`src/rtl/pulse_count_if.sv`:
```
// Register-block side of the pulse counter: strobes and clear in, count and
// overflow strobe out. The external pulse line rides along for convenience.
interface pulse_count_if;
    logic       pulse_en;
    logic       count_clr;
    logic       ext_pulse;
    logic [2:0] count;
    logic       overflow;

    modport master (
        output pulse_en,
        output count_clr,
        output ext_pulse,
        input  count,
        input  overflow
    );

    modport slave (
        input  pulse_en,
        input  count_clr,
        input  ext_pulse,
        output count,
        output overflow
    );
endinterface

```
`src/rtl/pulse_count_core.sv`:
```
// Pulse counter datapath: synchronizes and glitch-filters ext_pulse, adds
// rising events and software strobes into a 3-bit wrapping count.
//
// state  | meaning
// LOW    | line accepted low, waiting for a high sample
// RISE_Q | qualifying a rise, qcnt = consecutive high samples seen
// HIGH   | line accepted high, waiting for a low sample
// FALL_Q | qualifying a fall, qcnt = consecutive low samples seen
module pulse_count_core #(
    parameter int FILTER_LEN = 4
) (
    input  logic         clk,
    input  logic         rst_n,
    pulse_count_if.slave bus
);
    typedef enum logic [1:0] {LOW, RISE_Q, HIGH, FALL_Q} filt_state_e;

    localparam logic [7:0] QMAX   = 8'(FILTER_LEN - 1);
    localparam bit         SINGLE = (FILTER_LEN == 1);

    logic        s1_q, s2_q;
    filt_state_e state_q, state_d;
    logic [7:0]  qcnt_q, qcnt_d;
    logic        ext_evt;
    logic [1:0]  inc;
    logic [3:0]  sum;
    logic [2:0]  count_q, count_d;
    logic        ovf_q, ovf_d;

    // rst_n is active-high despite its name
    always_ff @(posedge clk) begin
        if (rst_n) begin
            s1_q    <= 1'b0;
            s2_q    <= 1'b0;
            state_q <= LOW;
            qcnt_q  <= '0;
        end else begin
            s1_q    <= bus.ext_pulse;
            s2_q    <= s1_q;
            state_q <= state_d;
            qcnt_q  <= qcnt_d;
        end
    end

    always_comb begin
        state_d = state_q;
        qcnt_d  = qcnt_q;
        case (state_q)
            LOW: begin
                if (s2_q) begin
                    if (SINGLE) begin
                        state_d = HIGH;
                    end else begin
                        state_d = RISE_Q;
                        qcnt_d  = 8'd1;
                    end
                end
            end
            RISE_Q: begin
                if (!s2_q) begin
                    state_d = LOW;
                    qcnt_d  = '0;
                end else if (qcnt_q == QMAX) begin
                    state_d = HIGH;
                    qcnt_d  = '0;
                end else begin
                    qcnt_d = qcnt_q + 8'd1;
                end
            end
            HIGH: begin
                if (!s2_q) begin
                    if (SINGLE) begin
                        state_d = LOW;
                    end else begin
                        state_d = FALL_Q;
                        qcnt_d  = 8'd1;
                    end
                end
            end
            FALL_Q: begin
                if (s2_q) begin
                    state_d = HIGH;
                    qcnt_d  = '0;
                end else if (qcnt_q == QMAX) begin
                    state_d = LOW;
                    qcnt_d  = '0;
                end else begin
                    qcnt_d = qcnt_q + 8'd1;
                end
            end
            default: begin
                state_d = LOW;
                qcnt_d  = '0;
            end
        endcase
    end

    // Only qualified rises count; falls just re-arm the filter.
    always_comb begin
        ext_evt = 1'b0;
        if (s2_q) begin
            if (state_q == LOW && SINGLE) begin
                ext_evt = 1'b1;
            end else if (state_q == RISE_Q && qcnt_q == QMAX) begin
                ext_evt = 1'b1;
            end
        end
    end

    assign inc = {1'b0, bus.pulse_en} + {1'b0, ext_evt};
    assign sum = {1'b0, count_q} + {2'b00, inc};

    always_comb begin
        if (bus.count_clr) begin
            count_d = '0;
            ovf_d   = 1'b0;
        end else begin
            count_d = sum[2:0];
            ovf_d   = sum[3];
        end
    end

    always_ff @(posedge clk) begin
        if (rst_n) begin
            count_q <= '0;
            ovf_q   <= 1'b0;
        end else begin
            count_q <= count_d;
            ovf_q   <= ovf_d;
        end
    end

    assign bus.count    = count_q;
    assign bus.overflow = ovf_q;
endmodule

```
`src/flat_wrapper.sv`:
```
// flat-port wrapper written by rule: the top's interface ports become plain ports
module pulse_count_core_flat 
#(
    parameter int FILTER_LEN = 4
)
  (clk, rst_n, bus_pulse_en, bus_count_clr, bus_ext_pulse, bus_count, bus_overflow);
  pulse_count_if bus_i ();
  input  logic clk;
  input  logic rst_n;
  input wire logic [$bits(bus_i.pulse_en)-1:0] bus_pulse_en;
  input wire logic [$bits(bus_i.count_clr)-1:0] bus_count_clr;
  input wire logic [$bits(bus_i.ext_pulse)-1:0] bus_ext_pulse;
  output wire logic [$bits(bus_i.count)-1:0] bus_count;
  output wire logic [$bits(bus_i.overflow)-1:0] bus_overflow;
  assign bus_i.pulse_en = bus_pulse_en;
  assign bus_i.count_clr = bus_count_clr;
  assign bus_i.ext_pulse = bus_ext_pulse;
  assign bus_count = bus_i.count;
  assign bus_overflow = bus_i.overflow;
  pulse_count_core #(.FILTER_LEN(FILTER_LEN)) u_core (.clk(clk), .rst_n(rst_n), .bus(bus_i));
endmodule
```
`config.mk`:
```
export PLATFORM = sky130hd
export DESIGN_NAME = pulse_count_core_flat
export DESIGN_NICKNAME = d
export VERILOG_FILES = /design/src/rtl/pulse_count_if.sv /design/src/rtl/pulse_count_core.sv /design/src/flat_wrapper.sv
export SDC_FILE = /design/constraint.sdc
export NUM_CORES = 1
export LEC_CHECK = 0
export ABC_AREA = 1
export BUFFER_PORTS_ARGS = -buffer_cell sky130_fd_sc_hd__buf_2
export CAP_MARGIN = 20
export CORE_MARGIN = 1
export CORE_UTILIZATION = 45
export DETAILED_ROUTE_END_ITERATION = 6
export MAX_ROUTING_LAYER = met4
export PLACE_DENSITY = 0.7
export RECOVER_POWER = 25
export SLEW_MARGIN = 20
export SYNTH_ARGS = -nofsm -noshare
export SYNTH_HDL_FRONTEND = slang
export SYNTH_SLANG_ARGS = --single-unit
```
`constraint.sdc`:
```
create_clock -name clk -period 1.95 [get_ports clk]
set_input_delay 0.0975 -clock clk [delete_from_list [all_inputs] [get_ports clk]]
set_output_delay 0.0975 -clock clk [all_outputs]
set_load 0.02 [all_outputs]
```
==> results of run 1 <==
==> registers in the layout (all words and copies together), names as in the netlist, named ones only <==
name,flops
u_core.bus.count,3
u_core.qcnt_q,8
u_core.state_q,1
u_core.bus.overflow,1
u_core.s2_q,1
u_core.s1_q,1
==> power by group through the flow <==
| stage | Clock, mW | Combinational [mW] | Sequential (mW) |
|---|---|---|---|
| 6_report | 0.223 | 0.0560 | 0.341 |
| 5_1_grt | 0.241 | 0.0633 | 0.343 |
| 4_1_cts | 0.227 | 0.0566 | 0.341 |
| 3_5_place_dp | 0 | 0.0564 | 0.348 |
| 3_3_place_gp | 0 | 0.0558 | 0.348 |
| 2_1_floorplan | 0 | 0.0397 | 0.349 |
==> Yosys cell counts (all sizes together) <==
| library cell | count | area share |
|---|---|---|
| nand3 | 5 | 0.059 |
| nor3 | 1 | 0.0062 |
| o21ai | 4 | 0.039 |
| nor2 | 22 | 0.13 |
| nand4 | 4 | 0.031 |
| or2 | 1 | 0.0078 |
| xor2 | 3 | 0.033 |
| a21oi | 2 | 0.017 |
| nor3b | 1 | 0.0093 |
| inv | 18 | 0.084 |
| nand2 | 25 | 0.13 |
| fa | 1 | 0.025 |
| dfxtp | 16 | 0.40 |
| ha | 2 | 0.031 |
==> final timing paths <==
kind / from / end / depth (start not counted)
max: u_core.qcnt_q[1] / u_core.bus.count[2] / 9
min: bus_ext_pulse / u_core.s1_q / 3
max reg2reg: u_core.qcnt_q[1] / u_core.bus.count[2] / 9
min reg2reg: u_core.s1_q / u_core.s2_q / 2
==> cell type report <==
class	count	area [um^2]
Clock buffer	4	36.3
Tap cell	24	30.0
Sequential cell	16	322
Timing Repair Buffer	9	42.5
Inverter	18	67.6
Multi-Input combinational cell	71	427
Fill cell	148	669
==> worst max-delay path, cell delays in order, from the launching register on <==
cell and delay (ns):
dfxtp_1 0.38, ha_2 0.23, nand2_1 0.10, nor2_4 0.15, inv_1 0.08, nor3_2 0.13
fa_2 0.23, ha_1 0.16, nor2_1 0.04, nor3b_1 0.17
==> kinds of logic (layout without fill, tap and decap cells) <==
family | Yosys count | in the layout | share of synthesized area
compound gates | 6 | 6 | 0.0560
flops | 16 | 16 | 0.398
fa+ha+maj | 3 | 3 | 0.0560
xor+xnor | 3 | 3 | 0.0327
simple gates | 59 | 59 | 0.373
buf+inv | 18 | 31 | 0.0840
==> per-stage QoR <==
stage | setup slack [ns] | total power, mW
CTS | 0.109 | 0.624
detailed placement | 0.133 | 0.405
finish | 0.215 | 0.620
global route | 0.0691 | 0.647
global placement | 0.193 | 0.403
floorplan | 0.264 | 0.388
==> repair_timing <==
action                     CTS  global route
setup endpoints to repair    0             1
hold endpoints to repair     0             0
resized for setup            0             4
==> layer usage <==
layer | track usage | routed length, um | up-vias
li1 | - | - | 346
met1 | 0.227 | 725 | 282
met2 | 0.253 | 568 | 11
met3 | 0.0245 | 37 | 7
met4 | 0.0909 | 32 | 0
met5 | - | 0 | -
==> summary.md, run 1 <==
| Metric | Value |
|---|---|
| Static leakage | `0.388 nW` |
| WP data arrival | `approximately 2.0 ns` |
| Ports | `9` |
| First-pass GRT wire length | `2.35 mm` |
| Nets@finish | `~130` |
| Period utilization | `0.890` |
| Row count | `14` |
| Rel. slew slack | `0.833` |
| Reg2Reg Setup Slack | `approximately 0.21 ns` |
| CTS Hold Bufs | `0` |
| DP HPWL | `around 1.1 mm` |
| Sw Share | `0.245` |
| Core area | `1590 um^2` |
| Final hold violation count | `0` |
| Clk_lat worst skew | `around 0.29 ns` |
| Sequential Power Share | `0.550` |
| First-pass detailed-route iteration total | `4` |
| Tmin final | `around 1.7 ns` |
| Final Util | `0.580` |
| Worst hold path type | `primary input to register` |
| DRC | `0` |
| Area of placed instances | `a little under 900 um^2` |
| CTS tree | `built` |
| Outcome | `finished, final reports clean` |
| Cts bufs inserted | `3` |
| CTS sink cnt | `16` |
| Share of the yosys chip area belonging to registers | `0.398` |
| Largest net degree at the start of global routing | `10` |
| Internal Power | `around 0.47 mW` |
| Commonest non-fill, non-tap cells in the layout | `21 x nand2_1, 19 x nor2_1, 15 x inv_1, 15 x dfxtp_1` |
| Syn avg cell area | `7.66 um^2` |
| Average wire per standard cell | `between 9 and 10 um` |
| Count of input and output buffers | `8` |
| CTS Root Cell | `clkbuf_4` |
| Worst EP required | `2.17 ns` |
| Tightest Pin Transition | `~0.25 ns` |
| Flops & latches, synth | `16` |
| Pins Over Slew Limit | `0` |
| Unrepaired setup endpoints after global routing | `false` |
| Die area | `roughly 2000 um^2` |
| P_sw | `around 0.15 mW` |
| Critical Path End Type | `register` |
| Post-route antenna net violation count | `0` |
| Vias in the first global route | `573` |
| Post-route setup TNS | `0 ns` |
| Die Span X | `44.3 um` |
| Post-Layout Cell Count | `roughly 140` |
| Initial antenna violation count | `0` |
| Design Area, Final | `925 um^2` |
| Vias per cell | `between 4 and 5` |
| FMAX | `roughly 0.58 GHz` |
| Max-cap viol count | `0` |
| Number of cells after detailed placement | `roughly 140` |
| DRT Wirelength | `about 1.4 mm` |
| DIE HEIGHT | `between 40 and 50 um` |
| Synth Instances | `105` |
| Crit Path Max Fanout | `4` |
| Comb pwr share | `0.090` |
| Number of DRC markers in iteration 0 | `14` |
| DR vias | `about 650` |
| Clock Power Share | `0.359` |
| Yosys Warn Count | `0` |
| Final setup violation count | `0` |
| Layout overhead on the synthesized area | `14.9%` |
| CP Class | `register to register` |
| Min Hold Slack | `0.00607 ns` |
| CTS H-tree depth | `1` |
| Initial core utilization | `0.505` |
| Post-CTS setup buffers | `0` |
| Clock Pin Slew Worst Setup and Hold Paths | `approximately 0.1 ns` |
| Share of layout cells above drive strength 1 | `0.246` |
| Fin Clk Skew | `between 0.004 and 0.005 ns` |
| Yosys cell types | `22` |
| PD cells | `670 nW/um^2` |
| Worst vdd ir | `0.000361 V` |
| Placer Congestion | `0.848` |
| Synthesized Nets | `approximately 110` |
| Clock buffer depth | `2` |
| Most common cell after layout, fill and taps aside | `nand2_1` |
| Global route total overflow | `0` |
| Antenna Cells | `0` |
| Mapped Area | `just over 800 um^2` |
| CP Launch Type | `register` |
| GRT Overall Usage | `0.172` |
No activity file was read; power rests on OpenSTA's default activity.
==> run 2, diff against run 1 <==
CELL_PAD_IN_SITES_DETAIL_PLACEMENT = 0   (was default)
CELL_PAD_IN_SITES_GLOBAL_PLACEMENT = 1   (was default)
CORE_UTILIZATION = 40   (was 45)
PLACE_DENSITY = 0.8   (was 0.7)
==> run 2 against run 1 <==
  * Worst hold slack gained 0.0081 ns
  * Core utilization is 6.1 points lower
  * Non-clock buffer count up 1
  * Sequential cell count unchanged
  * Fmax decreased by 2.2%
  * Sequential power barely moved
  * Final cell count up 1.4%
  * Highest routed layer unchanged
==> summary.md, run 2 (synthesis gave the netlist of run 1 again) <==
| Metric | Value |
|---|---|
| CTS Root Cell | `clkbuf_4` |
| Row count | `15 (+1)` |
| Outcome | `finished, final reports clean` |
| DR vias | `638 (-1.2%)` |
| DIE HEIGHT | `46.8 um (+5.8%)` |
| Cts bufs inserted | `3 (unchanged)` |
| DRT Wirelength | `1.33 mm (-2.8%)` |
| Commonest non-fill, non-tap cells in the layout | `21 x nand2_1, 19 x nor2_1, 15 x inv_1, 15 x dfxtp_1, 5 x buf_2` |
| FF-to-FF path depth | `9 (unchanged)` |
| Reg2Reg Setup Slack | `0.18 ns (-0.04 ns)` |
| First-pass detailed-route iteration total | `4 (unchanged)` |
| Placer Congestion | `0.748 (-12%)` |
| Count of input and output buffers | `8 (unchanged)` |
| Setup WS pre-CTS | `0.0312 ns (-0.101 ns)` |
| Max-cap viol count | `0 (unchanged)` |
| CTS tree | `built` |
| Clk_lat worst skew | `0.29 ns (about the same)` |
| Nets@finish | `128 (+0.79%)` |
| Final worst setup slack | `0.177 ns (-0.0382 ns)` |
| Pins Over Slew Limit | `0 (unchanged)` |
| Reg-to-reg endpoint | `u_core.bus.count[2]` |
| Core area | `1800 um^2 (+13%)` |
| First-pass GRT wire length | `2.33 mm (-0.90%)` |
| Initial antenna violation count | `0 (unchanged)` |
| Period utilization | `0.909 (+0.0196)` |
| Max reg flops | `8 (unchanged)` |
| CP Capture Point | `u_core.bus.count[2]` |
| Share of layout cells above drive strength 1 | `0.244 (-0.00207)` |
| Global route total overflow | `0 (unchanged)` |
| WP data arrival | `1.98 ns (+0.03 ns)` |
| Vias per cell | `4.43 (-2.6%)` |
| Tmin final | `1.77 ns (+0.0382 ns)` |
| FMAX | `0.564 GHz (-2.2%)` |
| Layout overhead on the synthesized area | `16.2%` |
| CP Class | `register to register` |
| Ports | `9 (unchanged)` |
| Final Util | `0.519 (-0.0613)` |
| Most common cell after layout, fill and taps aside | `nand2_1` |
| Critical Path End Type | `register` |
| Post-route antenna net violation count | `0 (unchanged)` |
| Number of DRC markers in iteration 0 | `12 (-2)` |
| GRT Overall Usage | `0.157 (-0.0148)` |
| Vias in the first global route | `594 (+3.7%)` |
| Final hold violation count | `0 (unchanged)` |
| Largest reg by FF count | `u_core.qcnt_q` |
| Worst EP required | `2.16 ns (about the same)` |
| CTS sink cnt | `16 (unchanged)` |
| Die Span X | `46.8 um (+5.8%)` |
| Rel. slew slack | `0.834 (about the same)` |
| CTS H-tree depth | `1 (unchanged)` |
| Static leakage | `0.397 nW (+2.3%)` |
| Worst Setup SP | `u_core.qcnt_q[1]` |
| Worst hold path type | `primary input to register` |
| Fin Clk Skew | `0.00729 ns (+0.00240 ns)` |
| Die area | `2190 um^2 (+12%)` |
| CP Launch Type | `register` |
| Crit Path Max Fanout | `4 (unchanged)` |
| Min-Delay Startpoint | `rst_n` |
| Initial core utilization | `0.447 (-0.0582)` |
| Tightest Pin Transition | `0.251 ns (-0.00117 ns)` |
| PD cells | `665 nW/um^2 (-0.70%)` |
| DP HPWL | `1.05 mm (-6.9%)` |
| Clock buffer depth | `2 (unchanged)` |
| Final setup violation count | `0 (unchanged)` |
| Largest net degree at the start of global routing | `10 (unchanged)` |
| Min Hold Slack | `0.0142 ns (+0.00809 ns)` |
| Antenna Cells | `0 (unchanged)` |
| Worst vdd ir | `0.000382 V (+5.7%)` |
| DRC | `0 (unchanged)` |
| Unrepaired setup endpoints after global routing | `false` |
| Worst r2r src | `u_core.qcnt_q[1]` |
| Average wire per standard cell | `9.20 um (-4.1%)` |
| Clock Pin Slew Worst Setup and Hold Paths | `0.10 ns (about the same)` |
| Post-route setup TNS | `0 ns (unchanged)` |
[run 2: cell type report]
cell class | count | area [um^2]
inverter | 18 | 67.6
tap | 25 | 31.3
fill | 187 | 867
multi-input combinational | 71 | 424
clock buffer | 4 | 36.3
sequential | 16 | 322
timing repair buffer | 10 | 53.8
[run 2: where the power goes]
part           total, mW  leakage (nW)  switching, mW  internal [mW]
Sequential         0.341         0.130        0.00646          0.335
Combinational     0.0571         0.246         0.0362         0.0209
Clock              0.224        0.0210          0.110          0.114
[run 2: per-stage QoR]
step / instances / power, mW / cell area, um^2
2_1_floorplan: 105 / 0.388 / 805
3_3_place_gp: 139 / 0.404 / 883
3_5_place_dp: 139 / 0.404 / 883
4_1_cts: 144 / 0.630 / 935
5_1_grt: 144 / 0.653 / 935
6_report: 144 / 0.622 / 935
[run 2: worst max-delay path, cell delays in order, from the launching register on]
cell and delay, ns:
dfxtp_1 0.37, ha_2 0.22, nand2_1 0.09, nor2_4 0.16, inv_1 0.09, nor3_2 0.14, fa_1 0.22, ha_1 0.16
nor2_1 0.04, nor3b_1 0.19
[run 2: how the worst min path moves through the flow]
stage / to / slack, ns / cells past startpoint
after detailed placement: u_core.s1_q / 0.31 / 3
after global placement: u_core.s1_q / 0.30 / 3
after floorplan: u_core.qcnt_q[7] / 0.16 / 1
after global routing: u_core.qcnt_q[7] / 0.01 / 2
after CTS: u_core.qcnt_q[7] / 0.01 / 2
final: u_core.qcnt_q[7] / 0.01 / 2
[run 2: repair_timing]
item | 4_1_cts | 5_1_grt
hold buffers | 1 | 0
endpoints found under the setup margin | 1 | 1
pin swaps | 0 | 0
endpoints found under the hold margin | 1 | 0
gates resized for setup | 1 | 2
setup buffers | 0 | 0
[run 2: routing by layer]
layer / share of wire / vias to the layer above / global-route usage
li1: - / 351 / -
met1: 0.52 / 273 / 0.204
met4: 0.012 / 0 / 0.0857
met5: 0 / - / -
met2: 0.44 / 10 / 0.233
met3: 0.029 / 4 / 0.0231
